**src/rtl/alu_pkg.sv**
```systemverilog
// Shared definitions for the 8-bit example ALU: opcode encoding and the
// fixed result returned when dividing by zero.
package alu_pkg;

  // 4-bit opcode carried on ui_in[7:4]; 13..15 are reserved and yield zero
  typedef enum logic [3:0] {
    OP_ADD  = 4'd0,
    OP_SUB  = 4'd1,
    OP_MUL  = 4'd2,
    OP_DIV  = 4'd3,
    OP_AND  = 4'd4,
    OP_OR   = 4'd5,
    OP_NOTA = 4'd6,
    OP_NOTB = 4'd7,
    OP_SQA  = 4'd8,
    OP_SQB  = 4'd9,
    OP_LT   = 4'd10,
    OP_EQ   = 4'd11,
    OP_GT   = 4'd12
  } op_e;

  // Division by zero saturates to all ones rather than producing X
  localparam logic [7:0] DIV0_RESULT = 8'hFF;

  // Result value used for the reserved opcodes
  localparam logic [7:0] RESERVED_RESULT = 8'h00;

endpackage : alu_pkg

```
**src/rtl/alu8_comb.sv**
```systemverilog
// Purely combinational 8-bit ALU core. All arithmetic is unsigned and keeps
// only the low 8 bits; every opcode, including reserved ones, gives a defined
// result.
module alu8_comb
  import alu_pkg::*;
(
  input  logic [3:0] sel,
  input  logic [7:0] a,
  input  logic [7:0] b,
  output logic [7:0] r
);

  // Select the operation; 8-bit wide expressions naturally truncate mod 256
  always_comb begin
    r = RESERVED_RESULT;
    case (op_e'(sel))
      OP_ADD:  r = a + b;
      OP_SUB:  r = a - b;
      OP_MUL:  r = a * b;
      OP_DIV:  r = (b == 8'd0) ? DIV0_RESULT : (a / b);
      OP_AND:  r = a & b;
      OP_OR:   r = a | b;
      OP_NOTA: r = ~a;
      OP_NOTB: r = ~b;
      OP_SQA:  r = a * a;
      OP_SQB:  r = b * b;
      OP_LT:   r = (a < b)  ? 8'h01 : 8'h00;
      OP_EQ:   r = (a == b) ? 8'h01 : 8'h00;
      OP_GT:   r = (a > b)  ? 8'h01 : 8'h00;
      default: r = RESERVED_RESULT;
    endcase
  end

endmodule : alu8_comb

```
**src/rtl/tt_um_example_alu.sv**
```systemverilog
// TinyTapeout-style wrapper around the 8-bit ALU. ui_in supplies the opcode
// and a 4-bit operand A, uio_in supplies operand B, and the result is held
// in a register driven on uo_out. The uio bank is used purely as inputs.
module tt_um_example_alu
  import alu_pkg::*;
(
  input  logic       clk,
  input  logic       rst,
  input  logic       ena,
  input  logic [7:0] ui_in,
  input  logic [7:0] uio_in,
  output logic [7:0] uo_out,
  output logic [7:0] uio_out,
  output logic [7:0] uio_oe
);

  logic [3:0] sel;
  logic [7:0] op_a;
  logic [7:0] op_b;
  logic [7:0] next_result;
  logic [7:0] result_q;

  assign sel  = ui_in[7:4];
  assign op_a = {4'b0000, ui_in[3:0]};
  assign op_b = uio_in;

  alu8_comb u_alu (
    .sel (sel),
    .a   (op_a),
    .b   (op_b),
    .r   (next_result)
  );

  // Result register: cleared asynchronously, loads only on enabled edges
  always_ff @(posedge clk or posedge rst) begin
    if (rst) begin
      result_q <= 8'h00;
    end else if (ena) begin
      result_q <= next_result;
    end
  end

  assign uo_out  = result_q;
  assign uio_out = 8'h00;
  assign uio_oe  = 8'h00;

endmodule : tt_um_example_alu

```
**config.mk**
```make
export PLATFORM = sky130hd
export DESIGN_NAME = tt_um_example_alu
export DESIGN_NICKNAME = d
export VERILOG_FILES = /design/src/rtl/alu_pkg.sv /design/src/rtl/alu8_comb.sv /design/src/rtl/tt_um_example_alu.sv
export SDC_FILE = /design/constraint.sdc
export NUM_CORES = 1
export LEC_CHECK = 0
export ABC_AREA = 1
export ABC_CLOCK_PERIOD_IN_PS = 900
export CORE_ASPECT_RATIO = 1.25
export CORE_MARGIN = 3
export CORE_UTILIZATION = 29
export DETAILED_ROUTE_END_ITERATION = 10
export GPL_ROUTABILITY_DRIVEN = 0
export RECOVER_POWER = 50
export SYNTH_ARGS = -nofsm -noshare
export SYNTH_HDL_FRONTEND = slang
export SYNTH_SLANG_ARGS = --single-unit
```
**constraint.sdc**
```tcl
create_clock -name clk -period 0.9 [get_ports clk]
set_clock_uncertainty 0.1 [all_clocks]
set_input_delay 0.09 -clock clk [delete_from_list [all_inputs] [get_ports clk]]
set_output_delay 0.09 -clock clk [all_outputs]
set_load 0.02 [all_outputs]
```
Word-level counts from Yosys, hierarchy flattened
Index checks and enable logic that the tools add are counted.
{ "word_totals": {"reg_bits": 8, "in_bits": 19, "elab_cells": 33} }
{ "op_classes": {"add_sub_neg": 2, "mul": 3, "div": 1, "magnitude_cmp": 2, "eq_ne": 13, "mux": 5, "n_bitwise": 4, "reduce_logical": 2} }
{ "op_table": {"columns": ["cell", "count"], "rows": [
  ["$pmux W8 S13", 1],
  ["$eq A4 B4 Y1 const B", 5],
  ["$eq A4 B3 Y1 const B", 4],
  ["$add A4 B8 Y8", 1],
  ["$and A4 B8 Y8", 1],
  ["$div A4 B8 Y8", 1],
  ["$eq A4 B2 Y1 const B", 2],
  ["$eq A4 B8 Y1", 1],
  ["$gt A4 B8 Y1", 1],
  ["$logic_not A8 Y1", 1],
  ["$lt A4 B8 Y1", 1],
  ["$mul A4 B4 Y8", 1],
  ["$mul A4 B8 Y8", 1],
  ["$mul A8 B8 Y8", 1],
  ["$mux W8", 1],
  ["$not A4 Y8", 1],
  ["$not A8 Y8", 1],
  ["$or A4 B8 Y8", 1],
  ["$sub A4 B8 Y8", 1],
  ["$eq A4 B1 Y1 const B", 1],
  ["$logic_not A4 Y1", 1],
  ["$mux W1", 3]
]} }

Longest topological paths before layout
Gate-level depths: netlist of the first run.
{ "depth": {"word_depth": 3, "depth_mapped": 68, "depth_no_buf": 67} }

Hierarchy
From an unflattened synthesis of the first run, not the netlist that was laid out.
{ "unflattened": {"hier_cells": 860, "area_unflattened_um2": 5584.1} }
{ "by_module_without_submodules": {"columns": ["mod", "instances", "cells_each", "area_each_um2", "seq_area_each_um2"], "rows": [
  ["alu8_comb", 1, 808, 5151.2, 0.0],
  ["tt_um_example_alu", 1, 52, 432.9, 200.2]
]} }

Worst setup path before layout of the first run
No wires, ideal clock.
{ "synth_path": {"path_kind": "input port to flip-flop", "start": "input port uio_in[3]", "end": "register result_q[0] (netlist: uo_out[0])", "setup_time_ns": 0.116, "arrival_ns": 7.452, "slack_ns": -6.769, "stages": 66, "n_path_buf": 1, "cell_sequence": "buf_2 > nor2_4 > nand2_2 > nor2_1 > nand2_2 > nand2_4 > nand2_1 > inv_1 > ha_1 > o21a_1 > o21ai_2 > nor2_1 > ha_1 > nand2_1 > nand2_1 > nand2_1 > nand2_1 > nand2_2 > [30 not listed] > nand2_1 > inv_1 > a21oi_1 > nand2_1 > nand2_1 > a31oi_1 > or2_2 > nand3_1 > nand2_1 > ha_1 > nand2_1 > nor2_1 > nand4_1 > o2111ai_1 > o21ai_0 > nand2_1 > nand2_1 > nand2_1"} }
{ "synth_via": {"elab_chain_cells": 3, "elab_cells_between_ends": 10} }
{ "synth_rtl": {"columns": ["element", "line_no", "text"], "rows": [
  ["from (decl)", "tt_um_example_alu.sv:11", "input logic [7:0] uio_in,"],
  ["$div A4 B8 Y8, or another cell as far along", "alu8_comb.sv:20", "OP_DIV: r = (b == 8'd0) ? DIV0_RESULT : (a / b);"],
  ["$mux W8, or another cell as far along", "alu8_comb.sv:20", null],
  ["$pmux W8 S13 *", "alu8_comb.sv:16", "case (op_e'(sel))"],
  ["to (signal assigned)", "tt_um_example_alu.sv:39", "result_q <= next_result;"],
  ["to (decl)", "tt_um_example_alu.sv:21", "logic [7:0] result_q;"]
]} }
Every way passes the cells marked *; elsewhere a longest branch is shown, timed or not.
A chain may end at the register's enable or synchronous reset.

Worst setup path in the final report of the first run
{ "layout_path": {"start": "input port uio_in[0]", "end": "register result_q[0] (netlist: uo_out[0])"} }
The elaborated chain is that of the path after synthesis.

==> metrics.csv, run 1 <==
stage;metric;value;unit
synth;yosysTopAreaCell;ha_1;
clocking;cts.sinks;8;
die;die_h;146;um
status;status;complete, but fails checks;
synth;synth_edf_count;0;
layout;areaGrowthSynthToFinish;78.8;%
routing;drt_iter0_drc;314;
timing;setup_viol;16;
clocking;clock_path_buffers;2;
synth;synth-main-ff-cell;dfrtp_1;
synth;seq_area_frac_synth;0.0442;
die;io_pins;43;
status;violations;setup timing;
critical_path;rr_startpoint;uo_out[2];
clocking;cts-buffers-inserted;3;
routing;ant_nets;0;
synth;ys_warn_count;0;
die;start_util;0.299;
critical_path;r2r_slack;0.01;ns
critical_path;cp_slowest_stage_delay;0.31;ns
routing;routed_wirelength;18.7;mm
critical_path;crit_fanout;7;
power_and_ir_drop;p_leak;0.00444;uW
timing;fin_tns_setup;-37.70;ns
layout;nNetsFinal;1143;
clocking;cts.hold.buffers_added;0;
critical_path;worst_ep_required_time;0.92;ns
global_route;grt_usage;0.202;
layout;drive_above_1_share;0.457;
synth;syn_area_per_cell;6.21;um^2
global_route;grt_overflow_total;0;
synth;ys_types;51;
routing;via_per_inst;4.84;
synth;synthTopCellsByArea;ha_1, nand2_1, inv_1;
power_and_ir_drop;vdd_drop_max;514;uV
worst_hold_path;hold_path.class;in2async;
die;rows;50;
clocking;cts_tree;done;
timing;finalWorstSetupSlack;-6.74;ns
layout;diodes;0;
routing;wl_per_cell;15.1;um
timing;post-route-min-period;7.64;ns
timing;slew_viol_final;0;
critical_path;startpoint_type;primary input;
critical_path;cp-end-kind;flip-flop;
die;fp.dieW;118;um
global_route;first_global_vias;6022;
critical_path;worstPathArrival;7.66;ns
timing;rsz0062_at_grt;yes;
placed_design;io_buffers;26;
die;dieArea;17200;um^2
synth;synthArstFlopShare;1.00;
timing;finalHoldViolations;0;
critical_path;critical_path_class;in2reg;
critical_path;r2r_end;uo_out[2];
clocking;clk_latency;0.23;ns
placed_design;dp_slack;-7.37;ns
critical_path;reg2reg_depth;2;
synth;ys_seq_elements;8;
die;core_area;15100;um^2
routing;drtPass1Iterations;4;
global_route;grt_pass1_wl;29.0;mm
synth;syn_inst;729;
routing;num_vias;5991;
synth;synth_top_area_frac;0.199;
clocking;h-tree-depth;1;
timing;post-route-period-util;8.48;
job;max_cap_viol_count;0;
critical_path;cpMostUsedCell;nand2_1;
timing;max_freq;131;MHz
layout;largest_reg_flops;8;
clocking;clock-root-buffer;clkbuf_16;
power_and_ir_drop;p_per_area;628;nW/um^2
global_route;antenna_found_initial;0;
placed_design;dpl.hpwl;12.0;mm
routing;drc;0;
global_route;grt_max_degree;19;
clocking;clk_pin_slew;0.04;ns
critical_path;critical-path-slowest-cell;nor4_4;
synth;synth_area;4530;um^2
==> logic make-up after synthesis <==
kind of cell    Yosys count  share of synthesized area
simple gates            338                      0.342
compound gates          110                      0.139
other cells               1                   0.000828
fa+ha+maj                92                      0.287
xor+xnor                 18                     0.0348
buf+inv                 162                      0.151
flops                     8                     0.0442
==> metal layers <==
layer / global-route usage / wire length (um)
met1: 0.232 / 7180
met2: 0.376 / 9680
met3: 0.0167 / 791
met4: 0.0933 / 1090
met5: 0 / 0
==> cells in the final DEF (no fill, tap or decap), types with 10 or more instances in the layout <==
cell type,instances
a21oi_1,25
buf_4,240
buf_6,52
conb_1,20
fa_1,18
ha_1,50
ha_4,21
inv_1,110
inv_2,14
nand2_1,146
nand2_2,32
nand3_1,31
nand3_2,11
nand4_1,12
nor2_1,39
nor2_4,10
nor3_1,14
o21ai_0,24
o21ai_1,12
o21ai_2,10
xor2_1,12
==> cells in the mapped netlist, types with 4 or more instances <==
cell type  count
nand2_1      179
inv_1        127
ha_1          72
nor2_1        52
o21ai_0       43
nand3_1       41
a21oi_1       34
fa_1          20
buf_4         16
nor3_1        16
xor2_1        13
nand4_1       12
dfrtp_1        8
buf_2          6
nand2_2        6
or2_2          6
clkbuf_1       5
inv_2          5
nand3_2        5
o21ai_1        5
xnor2_1        5
o21bai_1       4
==> layout make-up <==
class	count	area (um^2)
fillers	1392	7050
inverters	134	528
multi-input cells	578	4490
well taps	208	260
flip-flops and latches	8	200
repair inverters	1	6.26
repair buffers	306	2530
clock buffers	3	75.1
==> through the flow <==
step / instances / area, um^2 / hold WS [ns] / total power (uW) / util
after floorplan: 748 / 4810 / -0.194 / 2470 / -
after global placement: 1130 / 6420 / 0.258 / 3700 / 0.424
after detailed placement: 1130 / 6420 / 0.261 / 3740 / 0.424
after CTS: 1223 / 7550 / 0.0174 / 4770 / 0.498
after global routing: 1238 / 8090 / 0.182 / 5530 / 0.535
final: 1238 / 8090 / 0.143 / 5090 / 0.535
==> worst max-delay path: cells and delay by family <==
| family | cells | cell delay [ns] |
|---|---|---|
| adder cells (fa/ha/maj) | 7 | 1.92 |
| AO/OA/AOI/OAI | 12 | 1.47 |
| AND/OR/NAND/NOR | 34 | 3.24 |
| buffers and inverters | 11 | 0.89 |
==> report_power, final <==
part           internal (uW)  switching [uW]
sequential               415            39.6
combinational           1790            2100
clock                    572             165
==> worst max path at each step <==
| stage | startpoint | end | cells past startpoint |
|---|---|---|---|
| after floorplan | uio_in[2] | uo_out[0] | 65 |
| after global placement | uio_in[6] | uo_out[0] | 65 |
| after detailed placement | uio_in[6] | uo_out[0] | 66 |
| after CTS | uio_in[5] | uo_out[0] | 67 |
| after global routing | uio_in[0] | uo_out[0] | 63 |
| final | uio_in[0] | uo_out[0] | 64 |
==> timing repair <==
action                                  4_1_cts  5_1_grt
cloned                                        0        1
gates resized for setup                     200      104
endpoints found under the setup margin       16       16
buffers inserted                             91       16
pin swaps                                    63       52
(Power assumes the default switching activity.)
==> inputs of run 2 (changes only) <==
CTS_CLUSTER_SIZE = 25   (was default)
SKIP_CTS_REPAIR_TIMING = 1   (was default)
==> metrics.csv, run 2 (synthesis gave the netlist of run 1 again) <==
stage;metric;value;unit
timing;fin_tns_setup;-30.99;ns
layout;fillCellCount;1537;
timing;max_freq;134;MHz
critical_path;worst-path-stages;67;
job;max_cap_viol_count;0;
timing;post-route-min-period;7.46;ns
clocking;clock-root-buffer;clkbuf_16;
global_route;busiest_layer;met2;
die;die_h;146;um
die;dieArea;17200;um^2
routing;via_per_inst;4.64;
routing;routed_wirelength;15.2;mm
layout;final_common_cell;buf_4;
die;start_util;0.299;
global_route;grtUsageMet3;0.00700;
critical_path;cpMostUsedCell;nand2_1;
layout;layout_common_cells;buf_4, nand2_1, inv_1;
timing;setup_viol;16;
routing;num_vias;5337;
timing;post-route-period-util;8.29;
power_and_ir_drop;power.switching;2170;uW
clocking;h-tree-depth;1;
clocking;cts-buffers-inserted;3;
critical_path;cp-startpoint;uio_in[1];
critical_path;worstPathArrival;7.48;ns
critical_path;reg2reg_depth;2;
clocking;clk_latency;0.23;ns
critical_path;cp_slowest_stage_delay;0.30;ns
routing;ant_nets;0;
timing;holdWs;0.144;ns
die;fp.dieW;118;um
global_route;met2_usage;0.321;
die;core_area;15100;um^2
critical_path;crit_family;simple AND/OR/NAND/NOR gates;
critical_path;r2r_end;uo_out[2];
power_and_ir_drop;vdd_drop_max;505;uV
power_and_ir_drop;p_int;2670;uW
layout;multi_input_area;4240;um^2
global_route;grt_pass1_wl;24.6;mm
layout;nNetsFinal;1055;
power_and_ir_drop;combPwrFrac;0.754;
routing;drc;0;
power_and_ir_drop;p_clk_frac;0.152;
power_and_ir_drop;p_leak;0.00394;uW
layout;regArea;200;um^2
global_route;grt_usage;0.169;
placed_design;placed_cells;1130;
clocking;cts_tree;done;
layout;largest_reg_flops;8;
layout;diodes;0;
global_route;first_global_vias;5203;
placed_design;dpl.hpwl;12.0;mm
routing;drtPass1Iterations;5;
critical_path;crit_fanout;7;
global_route;grt_max_degree;19;
power_and_ir_drop;seq_power_share;0.094;
status;status;complete, but fails checks;
critical_path;startpoint_type;primary input;
timing;rsz0062_at_grt;yes;
global_route;antenna_found_initial;0;
timing;finalWorstSetupSlack;-6.56;ns
clocking;clk_pin_slew;0.03;ns
die;rows;50;
critical_path;worst_ep_required_time;0.92;ns
die;io_pins;43;
timing;slew_viol_final;0;
layout;areaGrowthSynthToFinish;56.0;%
critical_path;cp-end-kind;flip-flop;
layout;drive_above_1_share;0.365;
worst_hold_path;hold_path.class;in2async;
global_route;grt_overflow_total;0;
power_and_ir_drop;power.total;4840;uW
timing;worst_slew_pin_slew;0.590;ns
global_route;use_met1;0.210;
critical_path;critical-path-slowest-cell;ha_1;
critical_path;critical_path_class;in2reg;
routing;drt_iter0_drc;248;
timing;slew_headroom;0.602;
power_and_ir_drop;p_sw_frac;0.449;
clocking;clock_path_buffers;2;
power_and_ir_drop;p_per_area;686;nW/um^2
timing;finalHoldViolations;0;
clocking;cts.sinks;8;
placed_design;io_buffers;26;
layout;final_cells;1150;
critical_path;r2r_slack;0.02;ns
critical_path;rr_startpoint;uo_out[2];
status;violations;setup timing;
routing;wl_per_cell;13.2;um
critical_path;crit_buf_inv;14;
critical_path;crit_end;uo_out[0];
placed_design;dp_slack;-7.37;ns
-- run 2: cell types whose count changed in the layout (fill, tap and decap cells not counted), sizes merged --
cell and delta:
clkbuf +8, buf -98, dlymetal6s2s +2
-- run 2: worst reg2reg max path: stages, from the launching register on --
cell and delay [ns]:
dfrtp_1 0.38, buf_4 0.13, a21o_1 0.16
-- run 2: power groups by stage --
stage	logic, uW	registers [uW]	clock network, uW
2_1_floorplan	1960	512	0
3_3_place_gp	3250	449	0
3_5_place_dp	3290	448	0
4_1_cts	3310	445	751
5_1_grt	4060	460	771
6_report	3650	454	735
-- run 2: per-layer routing --
layer / part of all wire / wire, um
met2: 0.52 / 7930
met5: 0 / 0
met4: 0.028 / 431
met1: 0.42 / 6370
met3: 0.028 / 428
-- run 2: final cells by class --
type / count / area share
Clock buffer: 3 / 0.0106
Tap cell: 208 / 0.0369
Inverter: 134 / 0.0734
Sequential cell: 8 / 0.0283
Timing Repair Buffer: 218 / 0.249
Multi-Input combinational cell: 578 / 0.601
Timing Repair inverter: 1 / 0.000886
-- run 2: metrics by stage --
step / area (um^2) / utilization
3_5_place_dp: 6420 / 0.424
5_1_grt: 7060 / 0.466
3_3_place_gp: 6420 / 0.424
6_report: 7060 / 0.466
4_1_cts: 6500 / 0.429
2_1_floorplan: 4810 / -
-- run 2: worst min path at each step --
| stage | to | slack [ns] | from |
|---|---|---|---|
| final | uo_out[1] | 0.14 | rst |
| after global routing | uo_out[1] | 0.18 | rst |
| after CTS | uo_out[1] | 0.02 | rst |
| after detailed placement | uo_out[1] | 0.26 | rst |
| after global placement | uo_out[4] | 0.26 | rst |
| after floorplan | uo_out[0] | -0.19 | rst |
==> inputs of run 3 (changes only) <==
ABC_CLOCK_PERIOD_IN_PS = 8450   (was 900)
clock period = 8.45 ns   (was 0.9 ns; I/O delays follow)
==> metrics.csv, run 3 (synthesis gave the netlist of run 1 again) <==
stage;metric;value;unit
routing;drtPass1Iterations;5;
routing;wl_met3;525;um
critical_path;critical_path_class;in2reg;
layout;areaGrowthSynthToFinish;45.6;%
clocking;cts.sinks;8;
clocking;clock_path_buffers;2;
placed_design;dp_slack;-0.844;ns
critical_path;worst_ep_required_time;8.47;ns
routing;num_vias;5142;
die;rows;50;
clocking;clk_pin_slew;0.04;ns
timing;slew_viol_final;0;
clocking;cts_tree;done;
die;start_util;0.299;
critical_path;worstPathArrival;8.58;ns
timing;rsz0062_at_grt;yes;
routing;drt_iter0_drc;263;
routing;wl_per_cell;13.9;um
die;io_pins;43;
clocking;cts-buffers-inserted;3;
timing;post-route-min-period;8.57;ns
power_and_ir_drop;p_leak;0.00368;uW
status;violations;setup timing;
layout;layout_common_cells;nand2_1, buf_4, inv_1;
global_route;first_global_vias;4975;
worst_hold_path;hold_path.class;reg2reg;
global_route;grt_usage;0.162;
timing;finalWorstSetupSlack;-0.116;ns
critical_path;crit_fanout;6;
die;dieArea;17200;um^2
layout;largest_reg_flops;8;
global_route;grt_overflow_total;0;
timing;post-route-period-util;1.01;
routing;ant_nets;0;
power_and_ir_drop;vdd_drop_max;40.2;uV
clocking;h-tree-depth;1;
critical_path;cpMostUsedCell;nand2_1;
placed_design;io_buffers;26;
global_route;grt_pass1_wl;23.3;mm
timing;worst_slew_pin_slew;0.615;ns
placed_design;placed_cells;1059;
job;max_cap_viol_count;0;
die;die_h;146;um
global_route;antenna_found_initial;0;
layout;nNetsFinal;994;
layout;diodes;0;
power_and_ir_drop;p_per_area;71.1;nW/um^2
timing;setup_viol;1;
die;core_area;15100;um^2
die;fp.dieW;118;um
critical_path;cp_slowest_stage_delay;0.32;ns
timing;slew_headroom;0.585;
placed_design;dpl.hpwl;11.7;mm
routing;wl_met1;6.15;mm
routing;drc;0;
layout;drive_above_1_share;0.303;
timing;max_freq;117;MHz
global_route;grt_max_degree;19;
routing;via_per_inst;4.72;
routing;met2_wirelength;7.69;mm
critical_path;startpoint_type;primary input;
layout;final_cells;1089;
critical_path;critical-path-slowest-cell;ha_1;
status;status;complete, but fails checks;
critical_path;cp-end-kind;flip-flop;
clocking;clk_latency;0.23;ns
layout;final_common_cell;nand2_1;
routing;highest_layer;met4;
timing;finalHoldViolations;0;
routing;routed_wirelength;15.1;mm
clocking;clock-root-buffer;clkbuf_16;
## run 3: cell count changes in the layout (fill, tap and decap cells not counted), moves of 7 or more
| cell | previous run | this run |
|---|---|---|
| o21ai_0 | 28 | 36 |
| buf_4 | 178 | 121 |
| o21ai_1 | 13 | 5 |
| inv_1 | 111 | 118 |
| buf_6 | 19 | 10 |
## run 3: critical path: cells and delay by family
kind,cells,cell delay (ns)
simple gates,33,2.90
compound gates,13,1.73
buf+inv,13,1.29
fa+ha+maj,7,1.77
## run 3: report_power, final
| group | internal [uW] | switching (uW) |
|---|---|---|
| Clock | 61.0 | 18.6 |
| Combinational | 146 | 196 |
| Sequential | 44.1 | 2.92 |
## run 3: per-stage QoR
stage	cell area (um^2)	util	power [uW]	hold slack [ns]	setup TNS, ns
floorplan	4600	-	251	0.489	0
global placement	5740	0.379	351	0.371	-0.708
detailed placement	5740	0.379	356	0.372	-0.844
CTS	5810	0.384	437	0.384	-0.650
global route	6590	0.435	512	0.390	-0.612
finish	6590	0.435	469	0.373	-0.116
## run 3: cell type report
type,instances,area (um^2)
Multi-Input combinational cell,578,4250
Clock buffer,3,75.1
Sequential cell,8,200
Fill cell,1551,8550
Timing Repair Buffer,158,1300
Tap cell,208,260
Inverter,134,513
## run 3: final timing paths
check	end	slack, ns	cells past startpoint	from
setup / recovery	uo_out[0]	-0.12	66	uio_in[7]
hold / removal	uo_out[4]	0.37	2	uo_out[4]
setup reg to reg	uo_out[2]	7.69	1	uo_out[2]
hold reg to reg	uo_out[4]	0.37	2	uo_out[4]
max in group asynchronous	uo_out[0]	7.12	2	rst
min in group asynchronous	uo_out[4]	0.90	2	rst
## run 3: routing by layer
metal  up-vias  global-route usage
met2       138               0.299
met1      2345               0.190
met5         -                   0
li1       2614                   -
met3        45              0.0124
met4         0              0.0751
